### src/rtl/demux_pkg.sv
// Shared constants for the round-robin demux dispatcher: FSM state encoding
// and the width of the saturating skip counter.
package demux_pkg;

  localparam logic [0:0] DISP_EMPTY = 1'b0;
  localparam logic [0:0] DISP_HOLD  = 1'b1;

  localparam int SKIP_CNT_W = 8;

endpackage : demux_pkg

### src/rtl/onehot_dec.sv
// Binary index to N-bit one-hot decoder with an enable gate.
// The output is all-zero whenever the enable is low.
module onehot_dec #(
  parameter int N     = 4,
  parameter int SEL_W = $clog2(N)
) (
  input  logic [SEL_W-1:0] idx_i,
  input  logic             en_i,
  output logic [N-1:0]     onehot_o
);

  genvar gi;
  generate
    for (gi = 0; gi < N; gi++) begin : g_bit
      assign onehot_o[gi] = en_i && (idx_i == SEL_W'(gi));
    end
  endgenerate

endmodule : onehot_dec

### src/rtl/demux_rr_dispatch.sv
// One-word round-robin dispatcher: holds a word and offers it to lanes in turn,
// skipping a lane that stays not-ready for MAX_WAIT+1 offered cycles.
module demux_rr_dispatch
  import demux_pkg::*;
#(
  parameter int DATA_W   = 8,
  parameter int NUM_OUT  = 4,
  parameter int MAX_WAIT = 15
) (
  input  logic                       clk,
  input  logic                       rst,
  input  logic                       in_valid,
  output logic                       in_ready,
  input  logic [DATA_W-1:0]          in_data,
  output logic [NUM_OUT-1:0]         out_valid,
  input  logic [NUM_OUT-1:0]         out_ready,
  output logic [DATA_W-1:0]          out_data,
  output logic [$clog2(NUM_OUT)-1:0] out_sel,
  output logic [SKIP_CNT_W-1:0]      skip_cnt
);

  localparam int SEL_W  = $clog2(NUM_OUT);
  localparam int WAIT_W = $clog2(MAX_WAIT + 1);

  logic [0:0]            state_q, state_d;
  logic [SEL_W-1:0]      ptr_q, ptr_d;
  logic [WAIT_W-1:0]     wait_q, wait_d;
  logic [DATA_W-1:0]     data_q, data_d;
  logic [SKIP_CNT_W-1:0] skip_q, skip_d;

  logic hold;
  logic out_fire;
  logic in_fire;

  assign hold     = (state_q == DISP_HOLD);
  assign out_fire = hold && out_ready[ptr_q];
  // Deliberately combinational from out_ready so a full stream runs at one word per cycle.
  assign in_ready = !hold || out_fire;
  assign in_fire  = in_valid && in_ready;

  always_comb begin
    state_d = state_q;
    ptr_d   = ptr_q;
    wait_d  = wait_q;
    data_d  = data_q;
    skip_d  = skip_q;

    if (in_fire) begin
      data_d  = in_data;
      state_d = DISP_HOLD;
    end else if (out_fire) begin
      state_d = DISP_EMPTY;
    end

    // Dispatch has priority over a timeout landing in the same cycle.
    if (out_fire) begin
      ptr_d  = ptr_q + SEL_W'(1);
      wait_d = '0;
    end else if (hold) begin
      if (wait_q == WAIT_W'(MAX_WAIT)) begin
        ptr_d  = ptr_q + SEL_W'(1);
        wait_d = '0;
        if (skip_q != {SKIP_CNT_W{1'b1}}) begin
          skip_d = skip_q + SKIP_CNT_W'(1);
        end
      end else begin
        wait_d = wait_q + WAIT_W'(1);
      end
    end
  end

  always_ff @(posedge clk or posedge rst) begin
    if (rst) begin
      state_q <= DISP_EMPTY;
      ptr_q   <= '0;
      wait_q  <= '0;
      data_q  <= '0;
      skip_q  <= '0;
    end else begin
      state_q <= state_d;
      ptr_q   <= ptr_d;
      wait_q  <= wait_d;
      data_q  <= data_d;
      skip_q  <= skip_d;
    end
  end

  onehot_dec #(
    .N     (NUM_OUT),
    .SEL_W (SEL_W)
  ) u_valid_dec (
    .idx_i    (ptr_q),
    .en_i     (hold),
    .onehot_o (out_valid)
  );

  assign out_data = data_q;
  assign out_sel  = ptr_q;
  assign skip_cnt = skip_q;

endmodule : demux_rr_dispatch

### config.mk
export PLATFORM = sky130hd
export DESIGN_NAME = demux_rr_dispatch
export DESIGN_NICKNAME = d
export VERILOG_FILES = /design/src/rtl/demux_pkg.sv /design/src/rtl/onehot_dec.sv /design/src/rtl/demux_rr_dispatch.sv
export SDC_FILE = /design/constraint.sdc
export NUM_CORES = 1
export LEC_CHECK = 0
export BUFFER_PORTS_ARGS = -buffer_cell sky130_fd_sc_hd__buf_2
export CAP_MARGIN = 0
export CORE_MARGIN = 4
export CORE_UTILIZATION = 48
export CTS_CLUSTER_DIAMETER = 120
export DETAILED_ROUTE_END_ITERATION = 10
export PLACE_DENSITY = 0.83
export SLEW_MARGIN = 15
export SYNTH_ARGS = -nofsm -noshare
export SYNTH_HDL_FRONTEND = slang
export SYNTH_SLANG_ARGS = --single-unit
### constraint.sdc
create_clock -name clk -period 2.4 [get_ports clk]
set_input_delay 0.24 -clock clk [delete_from_list [all_inputs] [get_ports clk]]
set_output_delay 0.24 -clock clk [all_outputs]
set_load 0.02 [all_outputs]
==> qor.yml, run 1 <==
ys_top_cells_by_count: "23 x dfrtp_1, 11 x mux2_2"
grt_pass1_wl_um: 3660
syn_area_per_cell_um2: 12.2
p_leak_nw: 0.675
yosysSeqAreaShare: 0.519
clkSlewWorstSetupHoldPaths_ps: 130
ir_drop_v: 0.000599
postCtsHoldBufs: 0
crit_fanout: 8
utilization: 0.606
clock_latency_ps: 320
avgViaCountPerCell: 5.22
rows: 17
grt_usage: 0.148
hold_viol: 0
antenna_found_initial: 0
routed_wl_um: 2140
crit_chain: "mux4_2 -> a2111o_1 -> nor4_4 -> xor2_1"
initial_core_util: 0.501
status: "completed"
cp-start-kind: "flip-flop"
p_per_area_nw_per_um2: 1030
tns_ps: 0
critPathKind: "flip-flop to flip-flop"
slowest_stage: "mux4_2"
coreArea_um2: 2210
synth_edf_count: 0
grt_setup_unrepaired: "false"
synth-seq-cells: 23
setup_viol: 0
drt_iter0_markers: 16
clock_path_buffers: 2
gr-total-overflow: 0
max_slew_margin: 0.442
slowest_delay_ps: 590
nNetsFinal: 152
endpoint_kind: "flip-flop"
firstDrtPassIters: 4
period_minus_slack_ps: 2110
routed.top_layer: "met4"
cp_data_arrival_time_ps: 2360
synth.distinct_cells: 23
async_flop_share: 1.00
cts_resized: 0
synth_area_leader_cell: "dfrtp_1"
yosysWarnings: 0
cts_tree: "yes"
dp.final_hpwl_um: 1670
wl_met3_um: 110
crit_required_ps: 2640
post-route-drc-count: 0
drive_gt1_frac: 0.415
diodes: 0
die_y_um: 56.1
syn_area_um2: 1110
wl_met2_um: 1170
fmax_ghz: 0.473
drv_slew: 0
syn-num-nets: 112
ys.flop_type: "dfrtp_1"
cts.root.buffer_cell: "clkbuf_4"
skew_ps: 8.24
post_synth_inst_count: 91
wl_per_cell_um: 13.6
vias: 824
synth_top_cell_area_share: 0.519
cts_setup_buffers: 0
path_buf_inv: 0
portBuffers: 37
power_mw: 1.38
routabilityCongestion: 0.770
synth.area.top_cells: "dfrtp_1 52%, mux2_2 11%, ha_1 6.8%"
fillers: 186
die_width_um: 56.1
cts_made_buffers: 3
grt_pass1_vias: 824
yosysMostFrequentCell: "dfrtp_1"
cap_viol_max_count: 0
tightest_slew_ps: 836
grt_max_degree: 24
htreeDepth: 1
ant_nets: 0
cts.sinks: 23
dieArea_um2: 3140
area_delta_synth_final_pct: 21.0
min_path_type: "input pin to asynchronous set/reset pin"
ioPinCount: 38
wl_met1_um: 842
period_share: 0.880
cp_top_family: "multiplexers"
## cell families (layout without fill, tap and decap cells)
group,count (synthesis),after routing,share of synthesized area
and+or+nand+nor,28,28,0.144
DFF,23,23,0.519
muxes,12,12,0.132
xor gates and xnor gates,9,9,0.0711
buffers and inverters,8,47,0.0339
adders and majority gates,6,6,0.0677
AOI/OAI and AO/OA,5,5,0.0316
## final timing paths
check                                        startpoint                      end  slack, ps  cells after the start
worst max-delay path             out_sel[0]$_DFFE_PP0P_  skip_cnt[7]$_DFFE_PP0P_        290                      4
worst min-delay path                                rst  out_data[5]$_DFFE_PP0P_         70                      2
worst max register to register   out_sel[0]$_DFFE_PP0P_  skip_cnt[7]$_DFFE_PP0P_        290                      4
worst min register to register  skip_cnt[7]$_DFFE_PP0P_  skip_cnt[7]$_DFFE_PP0P_        490                      1
max in group asynchronous                           rst  skip_cnt[6]$_DFFE_PP0P_       1810                      2
min in group clk                               in_valid         hold$_DFFE_PP0P_        130                      2
## per-layer routing
| layer | track usage | vias up |
|---|---|---|
| li1 | - | 386 |
| met1 | 0.166 | 415 |
| met2 | 0.265 | 21 |
| met3 | 0.0510 | 2 |
| met4 | 0.0407 | 0 |
| met5 | 0 | - |
## power breakdown
group / switching (mW) / leakage (nW) / total [mW] / internal [mW]
Sequential: 0.105 / 0.276 / 0.605 / 0.500
Clock: 0.115 / 0.0177 / 0.178 / 0.0624
Combinational: 0.337 / 0.381 / 0.597 / 0.260
## area by class of cell
type / instances / area [µm²] / area share
sequential: 23 / 576 / 0.429
multi-input combinational: 60 / 495 / 0.369
timing repair buffer: 37 / 185 / 0.138
tap: 28 / 35.0 / 0.0261
clock buffer: 3 / 22.5 / 0.0168
inverter: 6 / 22.5 / 0.0168
clock inverter: 1 / 5.00 / 0.00373
## placed cells by master (no fill, tap or decap)
master and instances:
dfrtp_1 23, inv_1 6, buf_2 37, o2bb2ai_1 1, a21oi_1 1, mux4_2 1
nand2_1 6, o21ai_0 2, clkbuf_4 3, a2111o_1 1, and2_1 4, xor2_1 6
clkinv_2 1, mux2_2 11, nand2b_1 4, and4_1 1, nand4_1 1, nor2_1 4
and3_1 1, nand3_1 4, nor3_1 2, xnor2_1 3, nor4_4 1, ha_1 6
## stage by stage
stage	worst slack, ps	instances	hold WS (ps)	area, µm²
3_5_place_dp	300	154	467	1310
6_report	287	158	65.8	1340
5_1_grt	195	158	125	1340
4_1_cts	280	158	115	1340
3_3_place_gp	397	154	446	1310
2_1_floorplan	249	91	242	1110
## worst reg2reg max path, delay by kind of cell (launching register included)
kind | cells | cell delay (ps)
flip-flops | 1 | 490
multiplexers | 1 | 590
AND/OR/NAND/NOR | 1 | 270
AO/OA/AOI/OAI | 1 | 520
XOR/XNOR | 1 | 160
## sequential cells by signal (all words and copies together) (netlist names)
signal,flops
hold,1
out_data,8
skip_cnt,8
wait_q,4
out_sel,2
Power figures use the tool's default switching activity.
==> run 2, diff against run 1 <==
--- a/config.mk
+++ b/config.mk
@@ -8,10 +8,11 @@
 export BUFFER_PORTS_ARGS = -buffer_cell sky130_fd_sc_hd__buf_2
 export CAP_MARGIN = 0
 export CORE_MARGIN = 4
-export CORE_UTILIZATION = 48
-export CTS_CLUSTER_DIAMETER = 120
+export CORE_UTILIZATION = 51
+export CTS_BUF_LIST = sky130_fd_sc_hd__clkbuf_8
 export DETAILED_ROUTE_END_ITERATION = 10
-export PLACE_DENSITY = 0.83
+export PLACE_DENSITY = 0.87
+export REMOVE_ABC_BUFFERS = 1
 export SLEW_MARGIN = 15
 export SYNTH_ARGS = -nofsm -noshare
 export SYNTH_HDL_FRONTEND = slang
==> qor.yml, run 2 (synthesis results as in run 1) <==
fmax_ghz: 0.482  # +1.9%
timing.final.ws_setup_ps: 326  # +39.3 ps
grt_setup_unrepaired: "false"
die_width_um: 54.6  # -2.6%
area_delta_synth_final_pct: 22.6
antenna_found_initial: 0  # unchanged
initial_core_util: 0.548  # +0.0471
portBuffers: 37  # unchanged
stdcell_area_um2: 1360  # +1.3%
dieArea_um2: 2980  # -5.1%
min_path_type: "input pin to asynchronous set/reset pin"
gr-total-overflow: 0  # unchanged
cts_setup_buffers: 0  # unchanged
routed.top_layer: "met4"
reg2reg_to: "skip_cnt[7]$_DFFE_PP0P_"
tightest_slew_ps: 843  # +6.56 ps
drt_iter0_markers: 3  # -13
die_y_um: 54.6  # -2.6%
dp.final_hpwl_um: 1620  # -3.3%
cts_resized: 0  # unchanged
period_share: 0.864  # -0.0164
coreArea_um2: 2020  # -8.6%
path_buf_inv: 0  # unchanged
clkSlewWorstSetupHoldPaths_ps: 80  # -50 ps
max_slew_margin: 0.438  # -0.00438
period_minus_slack_ps: 2070  # -39.3 ps
wl_per_cell_um: 13.2  # -2.8%
cts.root.buffer_cell: "clkbuf_8"
diodes: 0  # unchanged
cp-start-kind: "flip-flop"
grt_pass1_vias: 761  # -7.6%
clock_latency_ps: 260  # -60 ps
routed_wl_um: 2070  # -3.5%
final_cell_mix: "37 x buf_2, 23 x dfrtp_1, 11 x mux2_2"
grt_usage: 0.160  # +0.0114
hold_viol: 0  # unchanged
setup_viol: 0  # unchanged
finalNonFillerCells: 157  # -0.63%
wl_met3_um: 99  # -10%
vias: 805  # -2.3%
avgViaCountPerCell: 5.13  # -1.7%
post-route-drc-count: 0  # unchanged
htreeDepth: 1  # unchanged
rows: 16  # -1
p_leak_nw: 0.683  # +1.2%
utilization: 0.672  # +0.0657
nNetsFinal: 152  # unchanged
routabilityCongestion: 0.784  # +1.8%
place_worst_setup_slack_ps: 325  # +24.8 ps
mostFrequentLayoutCell: "buf_2"
crit_fanout: 8  # unchanged
critPathKind: "flip-flop to flip-flop"
firstDrtPassIters: 2  # -2
cp_top_family: "multiplexers"
place_area_um2: 1310  # about the same
r2r_setup_slack_ps: 330  # +40 ps
tns_ps: 0  # unchanged
wl_met1_um: 856  # +1.7%
fin_hold_ws_ps: 132  # +65.8 ps
endpoint_kind: "flip-flop"
p_per_area_nw_per_um2: 1060  # +3.0%
postCtsHoldBufs: 0  # unchanged
ioPinCount: 38  # unchanged
skew_ps: 4.41  # -3.83 ps
drv_slew: 0  # unchanged
crit_chain: "mux4_2 -> a2111o_1 -> nor4_4 -> xor2_1"
crit_required_ps: 2590  # -50 ps
status: "completed"
numPlacedInstances: 153  # -0.65%
slowest_delay_ps: 580  # about the same
cts.sinks: 23  # unchanged
r2r_start: "out_sel[0]$_DFFE_PP0P_"
reg2reg_depth: 4  # unchanged
cts_tree: "yes"
cap_viol_max_count: 0  # unchanged
ir_drop_v: 0.000736  # +23%
wl_met2_um: 1070  # -8.7%
ant_nets: 0  # unchanged
drive_gt1_frac: 0.415  # unchanged
power_mw: 1.44  # +4.4%
grt_max_degree: 24  # unchanged
clock_path_buffers: 2  # unchanged
grt_pass1_wl_um: 3290  # -10%
cp_data_arrival_time_ps: 2260  # -100 ps
slowest_stage: "mux4_2"
cts_made_buffers: 3  # unchanged
==> run 2: area by class of cell <==
cell class	instances	area (µm²)
Fill cell	164	663
Sequential cell	23	576
Multi-Input combinational cell	60	495
Timing Repair Buffer	37	185
Clock buffer	3	41.3
Tap cell	27	33.8
Inverter	6	22.5
Clock inverter	1	5.00
==> run 2: routing by layer <==
metal / GRT usage / up-vias
met5: 0 / -
met4: 0.0996 / 0
met3: 0.0354 / 5
met2: 0.250 / 18
met1: 0.198 / 397
li1: - / 385
==> run 2: worst register-to-register path, delay by kind of cell (launching register included) <==
kind,cells,cell delay [ps]
xor+xnor,1,170
compound gates,1,520
flops,1,460
mux,1,580
simple gates,1,260
==> run 2: power breakdown <==
group | total, mW | switching (mW) | internal, mW
combinational | 0.606 | 0.343 | 0.263
clock | 0.235 | 0.119 | 0.116
sequential | 0.600 | 0.0986 | 0.501
total | 1.44 | 0.561 | 0.880
==> run 2: worst max path at each step <==
stage | slack (ps) | cells after the start | start | end
final | 330 | 4 | out_sel[0]$_DFFE_PP0P_ | skip_cnt[7]$_DFFE_PP0P_
after global routing | 200 | 4 | out_sel[0]$_DFFE_PP0P_ | skip_cnt[7]$_DFFE_PP0P_
after CTS | 310 | 4 | out_sel[0]$_DFFE_PP0P_ | skip_cnt[7]$_DFFE_PP0P_
after detailed placement | 320 | 4 | out_sel[0]$_DFFE_PP0P_ | skip_cnt[7]$_DFFE_PP0P_
after global placement | 400 | 4 | out_sel[0]$_DFFE_PP0P_ | skip_cnt[7]$_DFFE_PP0P_
after floorplan | 250 | 4 | out_sel[0]$_DFFE_PP0P_ | out_data[0]$_DFFE_PP0P_
==> run 3, diff against run 2 <==
--- a/config.mk
+++ b/config.mk
@@ -5,13 +5,14 @@
 export SDC_FILE = /design/constraint.sdc
 export NUM_CORES = 1
 export LEC_CHECK = 0
+export ABC_AREA = 1
 export BUFFER_PORTS_ARGS = -buffer_cell sky130_fd_sc_hd__buf_2
 export CAP_MARGIN = 0
 export CORE_MARGIN = 4
-export CORE_UTILIZATION = 51
+export CORE_UTILIZATION = 54
 export CTS_BUF_LIST = sky130_fd_sc_hd__clkbuf_8
 export DETAILED_ROUTE_END_ITERATION = 10
-export PLACE_DENSITY = 0.87
+export PLACE_DENSITY = 0.88
 export REMOVE_ABC_BUFFERS = 1
 export SLEW_MARGIN = 15
 export SYNTH_ARGS = -nofsm -noshare
==> qor.yml, run 3 <==
portBuffers: 37  # unchanged
synth-seq-cells: 23  # unchanged
syn_area_per_cell_um2: 8.12  # -33%
cts.sinks: 23  # unchanged
max_slew_margin: 0.440  # +0.00235
tightest_slew_ps: 839  # -3.52 ps
avgViaCountPerCell: 4.95  # -3.5%
ant_nets: 0  # unchanged
routed_wl_um: 2730  # +32%
hold_viol: 0  # unchanged
ys.flop_type: "dfrtp_1"
r2r_start: "skip_cnt[1]$_DFFE_PP0P_"
p_comb_frac: 0.482  # +0.061
period_minus_slack_ps: 1770  # -303 ps
coreArea_um2: 2480  # +23%
startpoint: "out_sel[0]$_DFFE_PP0P_"
synth.distinct_cells: 22  # -4.3%
endpoint_kind: "output port"
numPlacedInstances: 237  # +55%
period_share: 0.738  # -0.126
htreeDepth: 1  # unchanged
p_int_mw: 0.875  # -0.50%
die_y_um: 59.0  # +8.0%
grt_setup_unrepaired: "false"
gr-total-overflow: 0  # unchanged
clkSlewWorstSetupHoldPaths_ps: 80  # about the same
finalNonFillerCells: 241  # +54%
skew_ps: 3.50  # -0.910 ps
grt_max_degree: 24  # unchanged
grt_pass1_wl_um: 4720  # +43%
dieArea_um2: 3480  # +17%
drt_iter0_markers: 34  # +31
cts.root.buffer_cell: "clkbuf_8"
status: "completed"
yosysWarnings: 0  # unchanged
switching_power_mw: 0.796  # +42%
tns_ps: 0  # unchanged
drv_slew: 0  # unchanged
cap_viol_max_count: 0  # unchanged
ioPinCount: 38  # unchanged
crit_fanout: 19  # +11
rows: 18  # +2
drive_gt1_frac: 0.284  # -0.131
yosysSeqAreaShare: 0.410  # -0.110
postCtsHoldBufs: 0  # unchanged
synth_top_cell_area_share: 0.410  # -0.110
wl_per_cell_um: 11.3  # -14%
syn_area_um2: 1410  # +27%
routabilityCongestion: 0.777  # -0.88%
min_path_type: "input pin to asynchronous set/reset pin"
place_area_um2: 1600  # +22%
dp.final_hpwl_um: 2100  # +30%
cts_tree: "yes"
crit_required_ps: 2160  # -430 ps
post_synth_inst_count: 173  # +90%
ys_top_cells_by_count: "62 x nand2_1, 23 x dfrtp_1, 21 x inv_1, 15 x nand3_1, 10 x nand3_2"
clock_path_buffers: 2  # unchanged
critPathKind: "flip-flop to output port"
clock_latency_ps: 260  # about the same
cts_made_buffers: 3  # unchanged
grt_usage: 0.173  # +0.0137
grt_pass1_vias: 1109  # +46%
area_delta_synth_final_pct: 16.8
cts_setup_buffers: 0  # unchanged
p_sw_frac: 0.476  # +0.0868
diodes: 0  # unchanged
clkPwrFrac: 0.142  # -0.021
antenna_found_initial: 0  # unchanged
nNetsFinal: 233  # +53%
synth_area_leader_cell: "dfrtp_1"
cp_data_arrival_time_ps: 1530  # -730 ps
cts_resized: 0  # unchanged
vias: 1192  # +48%
pwr-share-seq: 0.376  # -0.040
setup_viol: 0  # unchanged
synth.area.top_cells: "dfrtp_1 41%, nand2_1 17%, nand3_2 7.1%"
stdcell_area_um2: 1640  # +21%
async_flop_share: 1.00  # unchanged
cp-start-kind: "flip-flop"
p_leak_nw: 0.983  # +44%
yosysMostFrequentCell: "nand2_1"
firstDrtPassIters: 4  # +2
mostFrequentLayoutCell: "nand2_1"
p_per_area_nw_per_um2: 1020  # -4.0%
die_width_um: 59.0  # +8.0%
post-route-drc-count: 0  # unchanged
fmax_ghz: 0.565  # +17%
final_cell_mix: "62 x nand2_1, 37 x buf_2, 23 x dfrtp_1"
synth_edf_count: 0  # unchanged
initial_core_util: 0.567  # +0.0189
ir_drop_v: 0.000587  # -20%
[run 3: cell types whose count changed after synthesis, sizes merged, moves of 4 or more]
cell / change
nand2b: -4
o21bai: +8
inv: +17
mux2: -11
and2: -4
nand2: +61
nand3: +21
[run 3: area by class of cell]
type	instances	area, µm²
repair buffers	37	185
multi-input cells	124	711
clock inverters	1	5.00
clock buffers	3	41.3
fillers	226	836
inverters	23	86.3
flip-flops and latches	23	576
well taps	30	37.5
[run 3: layer usage]
metal	vias to the layer above	wire, µm	track usage
met5	-	0	0
met4	0	14	0.0324
met3	4	138	0.0436
met2	32	1370	0.289
met1	537	1220	0.231
li1	619	-	-
[run 3: power groups by stage]
stage	registers, mW	clock network, mW	logic, mW
after floorplan	0.724	0	0.477
after global placement	0.632	0	0.793
after detailed placement	0.637	0	0.812
after CTS	0.629	0.243	0.816
after global routing	0.651	0.266	0.906
final	0.629	0.237	0.805
[run 3: kinds of logic after synthesis]
family,after synthesis,synth area share
and+or+nand+nor,101,0.364
buffers and inverters,26,0.0846
DFF,23,0.410
AOI/OAI and AO/OA,12,0.0570
adders and majority gates,6,0.0534
xor gates and xnor gates,5,0.0312
[run 3: path summary, 6_finish.rpt]
kind	end	slack [ps]	cells past startpoint
min in group clk	out_data[2]$_DFFE_PP0P_	200	3
max in group asynchronous	skip_cnt[3]$_DFFE_PP0P_	1750	2
worst max register to register	skip_cnt[6]$_DFFE_PP0P_	950	8
worst min register to register	out_data[3]$_DFFE_PP0P_	470	2
worst min-delay path	out_data[7]$_DFFE_PP0P_	130	2
worst max-delay path	in_ready	630	6
[run 3: worst max-delay path, stage by stage, from the launching register on]
cell	delay [ps]
dfrtp_1	510
inv_2	130
nand2_2	90
nand3_2	80
nand2_4	120
nand2_8	120
buf_2	210
[run 3: per-stage QoR]
stage / power, mW / utilization / hold WS [ps] / worst slack [ps]
floorplan: 1.20 / - / 242 / 975
global placement: 1.43 / 0.644 / 450 / 942
detailed placement: 1.45 / 0.644 / 448 / 918
CTS: 1.69 / 0.663 / 159 / 617
global route: 1.82 / 0.663 / 205 / 487
finish: 1.67 / 0.663 / 135 / 629
